==> src/rtl/ev_reg_block.sv <==
// ev_reg_block -- bus-facing register block for the event monitor.
//
// Holds the monitor configuration (enable, arm, per-channel trigger setup),
// exposes FIFO/trigger status, and gives software a pop-on-read window onto
// the event FIFO: reading EVT_PROBE pops one event and latches the whole
// record so the ID and timestamp can be read afterwards without popping again.
//
// Build option: define EVMON_IRQ_EN to include IRQ_CTRL, FIFO fill-threshold
// detection (STATUS[19]) and the level interrupt. Without it, irq is tied low,
// IRQ_CTRL reads 0 and STATUS[19] reads 0.

module ev_reg_block #(
  parameter int PROBE_W    = 32,
  parameter int ID_W       = 8,
  parameter int TS_W       = 48,
  parameter int FIFO_DEPTH = 16,
  parameter int NUM_TRIG   = 2
) (
  input  logic                                 clk,
  input  logic                                 rst_n,
  input  logic                                 bus_wr,
  input  logic                                 bus_rd,
  input  logic [7:0]                           bus_addr,
  input  logic [31:0]                          bus_wdata,
  output logic [31:0]                          bus_rdata,
  output logic                                 bus_rvalid,
  output logic                                 en,
  output logic                                 arm,
  output logic [2*NUM_TRIG-1:0]                trig_mode,
  output logic [PROBE_W*NUM_TRIG-1:0]          trig_value,
  output logic [PROBE_W*NUM_TRIG-1:0]          trig_mask,
  output logic                                 trig_combine,
  output logic                                 clear_sticky,
  output logic                                 evt_pop,
  input  logic [TS_W+ID_W+PROBE_W-1:0]         evt_data,
  input  logic                                 evt_valid,
  input  logic                                 fifo_empty,
  input  logic                                 fifo_full,
  input  logic [$clog2(FIFO_DEPTH+1)-1:0]      fifo_count,
  input  logic                                 triggered_sticky,
  input  logic                                 fifo_overflow_sticky,
  output logic                                 irq
);

  localparam int EVT_W = TS_W + ID_W + PROBE_W;

  localparam logic [7:0] A_CONTROL   = 8'h00;
  localparam logic [7:0] A_STATUS    = 8'h04;
  localparam logic [7:0] A_IRQ_CTRL  = 8'h08;
  localparam logic [7:0] A_EVT_PROBE = 8'h10;
  localparam logic [7:0] A_EVT_ID    = 8'h14;
  localparam logic [7:0] A_EVT_TS_LO = 8'h18;
  localparam logic [7:0] A_EVT_TS_HI = 8'h1C;

  // Trigger channel i occupies a value/mask pair starting at 0x20 + 8*i.
  function automatic logic [7:0] trig_value_addr(input int ch);
    return 8'(32 + 8 * ch);
  endfunction

  function automatic logic [7:0] trig_mask_addr(input int ch);
    return 8'(36 + 8 * ch);
  endfunction

  logic             wr_control;
  logic             wr_status;
  logic             rd_probe;
  logic             pop_req;
  logic             underflow_set;

  logic [EVT_W-1:0] snap;
  logic             snap_valid;
  logic             underflow;
  logic             thresh_hit;

  logic [31:0]      snap_probe32;
  logic [31:0]      snap_id32;
  logic [63:0]      snap_ts64;
  logic [31:0]      live_probe32;
  logic [31:0]      control_rd;
  logic [31:0]      status_rd;
  logic [31:0]      irq_ctrl_rd;
  logic [31:0]      rd_mux;

  assign wr_control    = bus_wr && (bus_addr == A_CONTROL);
  assign wr_status     = bus_wr && (bus_addr == A_STATUS);
  assign rd_probe      = bus_rd && (bus_addr == A_EVT_PROBE);
  assign pop_req       = rd_probe && evt_valid;
  assign underflow_set = rd_probe && !evt_valid;

  // The pop strobe is combinational so the FIFO advances on the same edge the
  // probe word is captured; gating with rst_n keeps it quiet while in reset.
  assign evt_pop = pop_req && rst_n;

  // Field views of the latched record and the live FIFO head, zero-extended.
  assign snap_probe32 = 32'(snap[PROBE_W-1:0]);
  assign snap_id32    = 32'(snap[PROBE_W +: ID_W]);
  assign snap_ts64    = 64'(snap[PROBE_W+ID_W +: TS_W]);
  assign live_probe32 = 32'(evt_data[PROBE_W-1:0]);

  // CONTROL, trigger value and trigger mask registers.
  always_ff @(posedge clk or negedge rst_n) begin
    if (!rst_n) begin
      en           <= 1'b0;
      arm          <= 1'b0;
      trig_combine <= 1'b0;
      trig_mode    <= '0;
      trig_value   <= '0;
      trig_mask    <= '0;
    end else begin
      if (wr_control) begin
        en           <= bus_wdata[0];
        arm          <= bus_wdata[1];
        trig_combine <= bus_wdata[8];
        trig_mode    <= bus_wdata[16 +: 2*NUM_TRIG];
      end
      if (bus_wr) begin
        for (int i = 0; i < NUM_TRIG; i++) begin
          if (bus_addr == trig_value_addr(i)) begin
            trig_value[i*PROBE_W +: PROBE_W] <= bus_wdata[PROBE_W-1:0];
          end
          if (bus_addr == trig_mask_addr(i)) begin
            trig_mask[i*PROBE_W +: PROBE_W] <= bus_wdata[PROBE_W-1:0];
          end
        end
      end
    end
  end

  // One-cycle clear_sticky pulse following a CONTROL write with bit 3 set.
  always_ff @(posedge clk or negedge rst_n) begin
    if (!rst_n) begin
      clear_sticky <= 1'b0;
    end else begin
      clear_sticky <= wr_control && bus_wdata[3];
    end
  end

  // Event snapshot, its valid flag and the underflow sticky (set beats W1C).
  always_ff @(posedge clk or negedge rst_n) begin
    if (!rst_n) begin
      snap       <= '0;
      snap_valid <= 1'b0;
      underflow  <= 1'b0;
    end else begin
      if (pop_req) begin
        snap       <= evt_data;
        snap_valid <= 1'b1;
      end else if (underflow_set) begin
        snap_valid <= 1'b0;
      end

      if (wr_status && bus_wdata[18]) begin
        underflow <= 1'b0;
      end
      if (underflow_set) begin
        underflow <= 1'b1;
      end
    end
  end

`ifdef EVMON_IRQ_EN
  logic       wr_irq_ctrl;
  logic       thresh_irq_en;
  logic       ovf_irq_en;
  logic [7:0] threshold;
  logic       thresh_cond;
  logic       thresh_cond_q;
  logic       thresh_set;

  assign wr_irq_ctrl = bus_wr && (bus_addr == A_IRQ_CTRL);
  assign thresh_cond = (threshold != 8'd0) && (8'(fifo_count) >= threshold);
  assign thresh_set  = thresh_cond && !thresh_cond_q;
  assign irq_ctrl_rd = {16'd0, threshold, 6'd0, ovf_irq_en, thresh_irq_en};

  // IRQ_CTRL register.
  always_ff @(posedge clk or negedge rst_n) begin
    if (!rst_n) begin
      thresh_irq_en <= 1'b0;
      ovf_irq_en    <= 1'b0;
      threshold     <= 8'd0;
    end else if (wr_irq_ctrl) begin
      thresh_irq_en <= bus_wdata[0];
      ovf_irq_en    <= bus_wdata[1];
      threshold     <= bus_wdata[15:8];
    end
  end

  // Threshold edge detector; only a fresh crossing sets the sticky, and a
  // crossing in the same cycle as the W1C keeps it set.
  always_ff @(posedge clk or negedge rst_n) begin
    if (!rst_n) begin
      thresh_cond_q <= 1'b0;
      thresh_hit    <= 1'b0;
    end else begin
      thresh_cond_q <= thresh_cond;
      if (wr_status && bus_wdata[19]) begin
        thresh_hit <= 1'b0;
      end
      if (thresh_set) begin
        thresh_hit <= 1'b1;
      end
    end
  end

  // Registered level interrupt from the enabled sources.
  always_ff @(posedge clk or negedge rst_n) begin
    if (!rst_n) begin
      irq <= 1'b0;
    end else begin
      irq <= (thresh_hit && thresh_irq_en) || (fifo_overflow_sticky && ovf_irq_en);
    end
  end
`else
  assign thresh_hit  = 1'b0;
  assign irq_ctrl_rd = 32'd0;
  assign irq         = 1'b0;
`endif

  // Readback images of the composite registers.
  always_comb begin
    control_rd                        = 32'd0;
    control_rd[0]                     = en;
    control_rd[1]                     = arm;
    control_rd[8]                     = trig_combine;
    control_rd[16 +: 2*NUM_TRIG]      = trig_mode;

    status_rd                         = 32'd0;
    status_rd[0]                      = fifo_empty;
    status_rd[1]                      = fifo_full;
    status_rd[2]                      = snap_valid;
    status_rd[15:8]                   = 8'(fifo_count);
    status_rd[16]                     = triggered_sticky;
    status_rd[17]                     = fifo_overflow_sticky;
    status_rd[18]                     = underflow;
    status_rd[19]                     = thresh_hit;
  end

  // Read address decode; all sources are pre-edge register values, so a
  // write in the same cycle never leaks into the returned data.
  always_comb begin
    rd_mux = 32'd0;
    case (bus_addr)
      A_CONTROL:   rd_mux = control_rd;
      A_STATUS:    rd_mux = status_rd;
      A_IRQ_CTRL:  rd_mux = irq_ctrl_rd;
      A_EVT_PROBE: rd_mux = evt_valid ? live_probe32 : 32'd0;
      A_EVT_ID:    rd_mux = snap_id32;
      A_EVT_TS_LO: rd_mux = snap_ts64[31:0];
      A_EVT_TS_HI: rd_mux = snap_ts64[63:32];
      default: begin
        for (int i = 0; i < NUM_TRIG; i++) begin
          if (bus_addr == trig_value_addr(i)) begin
            rd_mux = 32'(trig_value[i*PROBE_W +: PROBE_W]);
          end
          if (bus_addr == trig_mask_addr(i)) begin
            rd_mux = 32'(trig_mask[i*PROBE_W +: PROBE_W]);
          end
        end
      end
    endcase
  end

  // Registered read return; rdata holds between reads.
  always_ff @(posedge clk or negedge rst_n) begin
    if (!rst_n) begin
      bus_rdata  <= 32'd0;
      bus_rvalid <= 1'b0;
    end else begin
      bus_rvalid <= bus_rd;
      if (bus_rd) begin
        bus_rdata <= rd_mux;
      end
    end
  end

  // The latched probe word is kept for completeness of the record; software
  // receives the probe from the live read, so it is not otherwise observed.
  logic unused_snap_probe;
  assign unused_snap_probe = ^snap_probe32;

endmodule

==> config.mk <==
export PLATFORM = sky130hd
export DESIGN_NAME = ev_reg_block
export DESIGN_NICKNAME = d
export VERILOG_FILES = /design/src/rtl/ev_reg_block.sv
export SDC_FILE = /design/constraint.sdc
export NUM_CORES = 1
export LEC_CHECK = 0
export CORE_MARGIN = 10
export CORE_UTILIZATION = 51
export CTS_CLUSTER_SIZE = 25
export DETAILED_ROUTE_END_ITERATION = 8
export MAX_ROUTING_LAYER = met4
export PLACE_DENSITY = 0.85
export SYNTH_ARGS = -nofsm -noshare
export SYNTH_HDL_FRONTEND = slang
export SYNTH_SLANG_ARGS = --single-unit
==> constraint.sdc <==
create_clock -name clk -period 3.6 [get_ports clk]
set_input_delay 0.72 -clock clk [delete_from_list [all_inputs] [get_ports clk]]
set_output_delay 0.72 -clock clk [all_outputs]
set_load 0.01 [all_outputs]
## Word-level counts from Yosys, hierarchy flattened

Index checks and enable logic that the tools add are counted.

| word-level totals | value |
|---|---|
| register bits | 259 |
| input bits | 142 |
| output and inout port bits | 171 |

| operators by class | value |
|---|---|
| equal/unequal tests | 10 |
| mux-type cells | 10 |
| reduce and logical (&&, ||, !) cells | 16 |

Operator list:

| operator | number |
|---|---|
| $pmux W32 S7 | 1 |
| $mux W32 | 5 |
| $eq A8 B5 Y1 const B | 4 |
| $eq A8 B6 Y1 const B | 4 |
| $eq A8 B3 Y1 const B | 1 |
| $eq A8 B4 Y1 const B | 1 |
| $logic_and A1 B1 Y1 | 8 |
| $logic_not A8 Y1 | 1 |
| $reduce_and A2 Y1 | 4 |
| $mux W1 | 4 |
| $reduce_bool A2 Y1 | 2 |
| $logic_not A1 Y1 | 1 |

## Logic depth before layout (Yosys ltp)

| depth | value |
|---|---|
| word-level depth | 6 |
| depth in mapped cells | 7 |
| mapped depth without buffers | 4 |

## Least setup slack after synthesis

Ideal clock, no wire load.

| timing path | value |
|---|---|
| path type | input -> output |
| start | input port bus_addr[1] |
| end | output port evt_pop |
| data arrival time | 1944 ps |
| path slack | 936 ps |
| stages | 6 |
| cell sequence | clkbuf_1 > nor4_2 > and2_1 > buf_2 > buf_2 > and4_1 |

| between the ends | value |
|---|---|
| longest elaborated chain between the ends | 4 |

RTL lines:

| what | RTL line | source |
|---|---|---|
| start: declaration | 23 | `input logic [7:0] bus_addr,` |
| $eq A8 B5 Y1 | 86 | `assign rd_probe = bus_rd && (bus_addr == A_EVT_PROBE);` |
| $logic_and A1 B1 Y1 | 86 |  |
| $logic_and A1 B1 Y1 | 87 | `assign pop_req = rd_probe && evt_valid;` |
| $logic_and A1 B1 Y1 | 92 | `assign evt_pop = pop_req && rst_n;` |
| end: declaration | 34 | `output logic evt_pop,` |

Every way passes these cells.

## Worst setup path in the final report

Same ends and word-level chain as after synthesis.

==> out/qor.csv <==
metric;value;unit
result of the run;finished, final reports clean;
starting density of the core;0.5156;
Root Buffer;clkbuf_16;
1st-iter DRT viols;611;
cells on worst reg2reg path;4;
Filler Cell Count;1387;
final setup vio count;0;
CTS Buffer Depth;3;
Design Area, Final;14650;µm²
Hold WC Path Type;input port to asynchronous set/reset pin;
# rows;52;
Yosys top cell area share;0.5463;
I/O Buffers;311;
CP Cell Sequence;clkdlybuf4s50_1 -> nor4_2 -> and2_1 -> and4_1 -> clkdlybuf4s50_1;
via/cell ratio;5.879;
FF-to-FF End;bus_rdata[6]$_DFFE_PN0P_;
Post-route DRC;0;
delay-heaviest family, CP;buffers and inverters;
max_cap viols;0;
maximum fanout along the worst path;2;
worst-skew pair later-pin latency;0.53;ns
Clock transition at path regs;0.06;ns
multi-input combinational cell area;4340;µm²
Synth Instances;810;
VDD IR max;0.3310;mV
CP endpoint kind;output port;
antenna violations before repair;1;
CTS Buf Count;25;
Syn-to-layout area delta;40.92;%
warnings from Yosys;0;
clk_skew;0.02072;ns
wire per inst;25.43;µm
pre-CTS setup slack;0.4363;ns
worst setup path class;input port to output port;
dominant cell type by area after synthesis;dfrtp_1;
WL final;35580;µm
# H-tree levels;1;
first-pass GRT wire length;52950;µm
gr ovfl total;0;
Seq/Total Area, Yosys;0.5463;
die footprint;26500;µm²
top cells by area, synth;dfrtp_1 (55%), mux2_2 (15%), mux2_1 (7.7%), mux2i_1 (2.7%), o221ai_1 (1.9%);
dominant cell by count in the synthesized netlist;dfrtp_1;
Critical Path Source Type;input port;
CP max stage cell;clkdlybuf4s50_1;
Post-Syn Area;10400;µm²
Final Hold Violating Endpoints;0;
Crit path largest cell delay;0.54;ns
Most common cell on crit path;clkdlybuf4s50_1;
area occupied by registers;5680;µm²
Mapped Nets;952;
ANT nets after route;0;
CP Depth;5;
vias in the first global route;8373;
Die Y;162.8;µm
#FFs+latches synth;227;
fin worst setup slack;0.4502;ns
number of hold buffers added after cts;0;
Async SR Flop Fraction;1.000;
Vias;8225;
Slew Limit Fails;0;
Core Region;20170;µm²
Core Util, Final;0.7266;
CTS tree;built;
Die W;162.8;µm
largest net degree at the start of global routing;137;
First-pass DRT Iterations;5;
EDFF count, synth;0;
DP Area;13780;µm²
RSZ-0062 raised after global routing;no;
post-route clock period utilization;0.8749;
most instantiated cells after synthesis;dfrtp_1 (227), mux2_2 (140), mux2_1 (71), nor2_1 (50), o22ai_1 (32);
Worst Tran Pin Value;0.8955;ns
reg2reg setup slack;2.22;ns
setup bufs post-CTS;0;
nets;1251;
DP HPWL;25300;µm
GP Congestion;0.9105;
CP Capture Point;evt_pop;
CP Buf/Inv Count;2;
synthesized area per cell;12.84;µm²
r2r startpoint;snap[78]$_DFFE_PN0P_;
post_cts resized;0;
Tot GR Track Use;0.2653;
CP Data Required Time;2.88;ns
Yosys cell types;50;
Pwr Density;420.9;nW/µm²
Pleak;6.669;nW
Max-slew headroom;0.4030;
TNS Setup;0;ns
post-layout min period;3.150;ns
TritonCTS Sinks;227;
Top FF cell, synth;dfrtp_1;
I/O pins;313;
Worst EP arrival;2.43;ns
CP startpoint;bus_addr[1];
fraction of layout cells with a size suffix above 1;0.1977;
f_max;317.5;MHz
metal layers:
layer / up-vias / share of wire / GRT usage
met5: - / 0 / -
met4: 0 / 0.033 / 0.09180
met3: 66 / 0.070 / 0.06294
met2: 356 / 0.48 / 0.4107
met1: 4185 / 0.42 / 0.3358
li1: 3618 / - / -
worst min-delay path by stage:
stage / start / endpoint / slack, ns / cells past startpoint
3_5_place_dp: snap[83]$_DFFE_PN0P_ / snap[83]$_DFFE_PN0P_ / 0.48 / 1
5_1_grt: rst_n / trig_value[45]$_DFFE_PN0P_ / 0.07 / 1
4_1_cts: rst_n / snap[50]$_DFFE_PN0P_ / 0.07 / 1
3_3_place_gp: snap[79]$_DFFE_PN0P_ / snap[79]$_DFFE_PN0P_ / 0.47 / 1
6_report: rst_n / trig_value[45]$_DFFE_PN0P_ / 0.07 / 1
2_1_floorplan: rst_n / arm$_DFFE_PN0P_ / 0.42 / 0
power by group:
part           total (W)  internal, W  leakage [nW]  switching [W]
registers        0.00273      0.00265          3.12      0.0000770
logic           0.000742     0.000405          3.13       0.000336
clock network    0.00269      0.00165         0.420        0.00104
worst register-to-register path, cell delays in order (launching register included):
cell	delay (ns)
dfrtp_1	0.37
mux2i_1	0.20
nor2_1	0.09
a221oi_1	0.38
o221ai_1	0.20
cells in the final DEF, fill, tap and decap left out, types with 3 or more instances in the layout:
master,instances
mux2i_1,28
o22ai_1,32
or3_1,19
mux2_2,140
bufinv_16,4
o41ai_1,4
clkinv_2,3
dfrtp_1,227
mux2_1,71
a221oi_1,3
a32oi_1,3
nor2_1,50
inv_1,22
o211ai_1,11
clkinvlp_4,3
a22oi_1,14
nand4_1,3
a31oi_1,12
o31a_1,4
buf_4,29
a2bb2oi_1,3
o221ai_1,23
a32o_1,7
nand2_1,14
o2111ai_1,3
clkbuf_8,4
clkdlybuf4s50_1,307
clkbuf_16,25
nor4b_4,3
o21ai_0,7
nand3_1,7
clkbuf_1,5
nor3b_1,4
logic make-up after synthesis:
kind of cell | synth area share
buffers and inverters | 0.03814
multiplexers | 0.2554
other | 0.0003606
flip-flops | 0.5463
AO/OA/AOI/OAI | 0.1002
AND/OR/NAND/NOR | 0.05956
area by class of cell:
class,count,area share
flip-flops and latches,227,0.3876
multi-input cells,493,0.2962
repair buffers,340,0.2276
clock buffers,34,0.04773
well taps,270,0.02305
clock inverters,12,0.01195
inverters,22,0.005635
diodes,1,0.0001708
through the flow:
stage / cells / hold WS, ns / total power, W
3_3_place_gp: 1352 / 0.4699 / 0.003496
2_1_floorplan: 810 / 0.4244 / 0.003013
5_1_grt: 1399 / 0.07098 / 0.006374
4_1_cts: 1398 / 0.06910 / 0.006203
3_5_place_dp: 1352 / 0.4820 / 0.003512
6_report: 1399 / 0.06955 / 0.006167
registers in the layout, summed over array words and instances (netlist names), 4 cells and up:
signal / cells
trig_mode: 4
bus_rdata: 32
snap: 56
trig_value: 64
trig_mask: 64
Note: power is estimated with default switching activity, not from simulation.
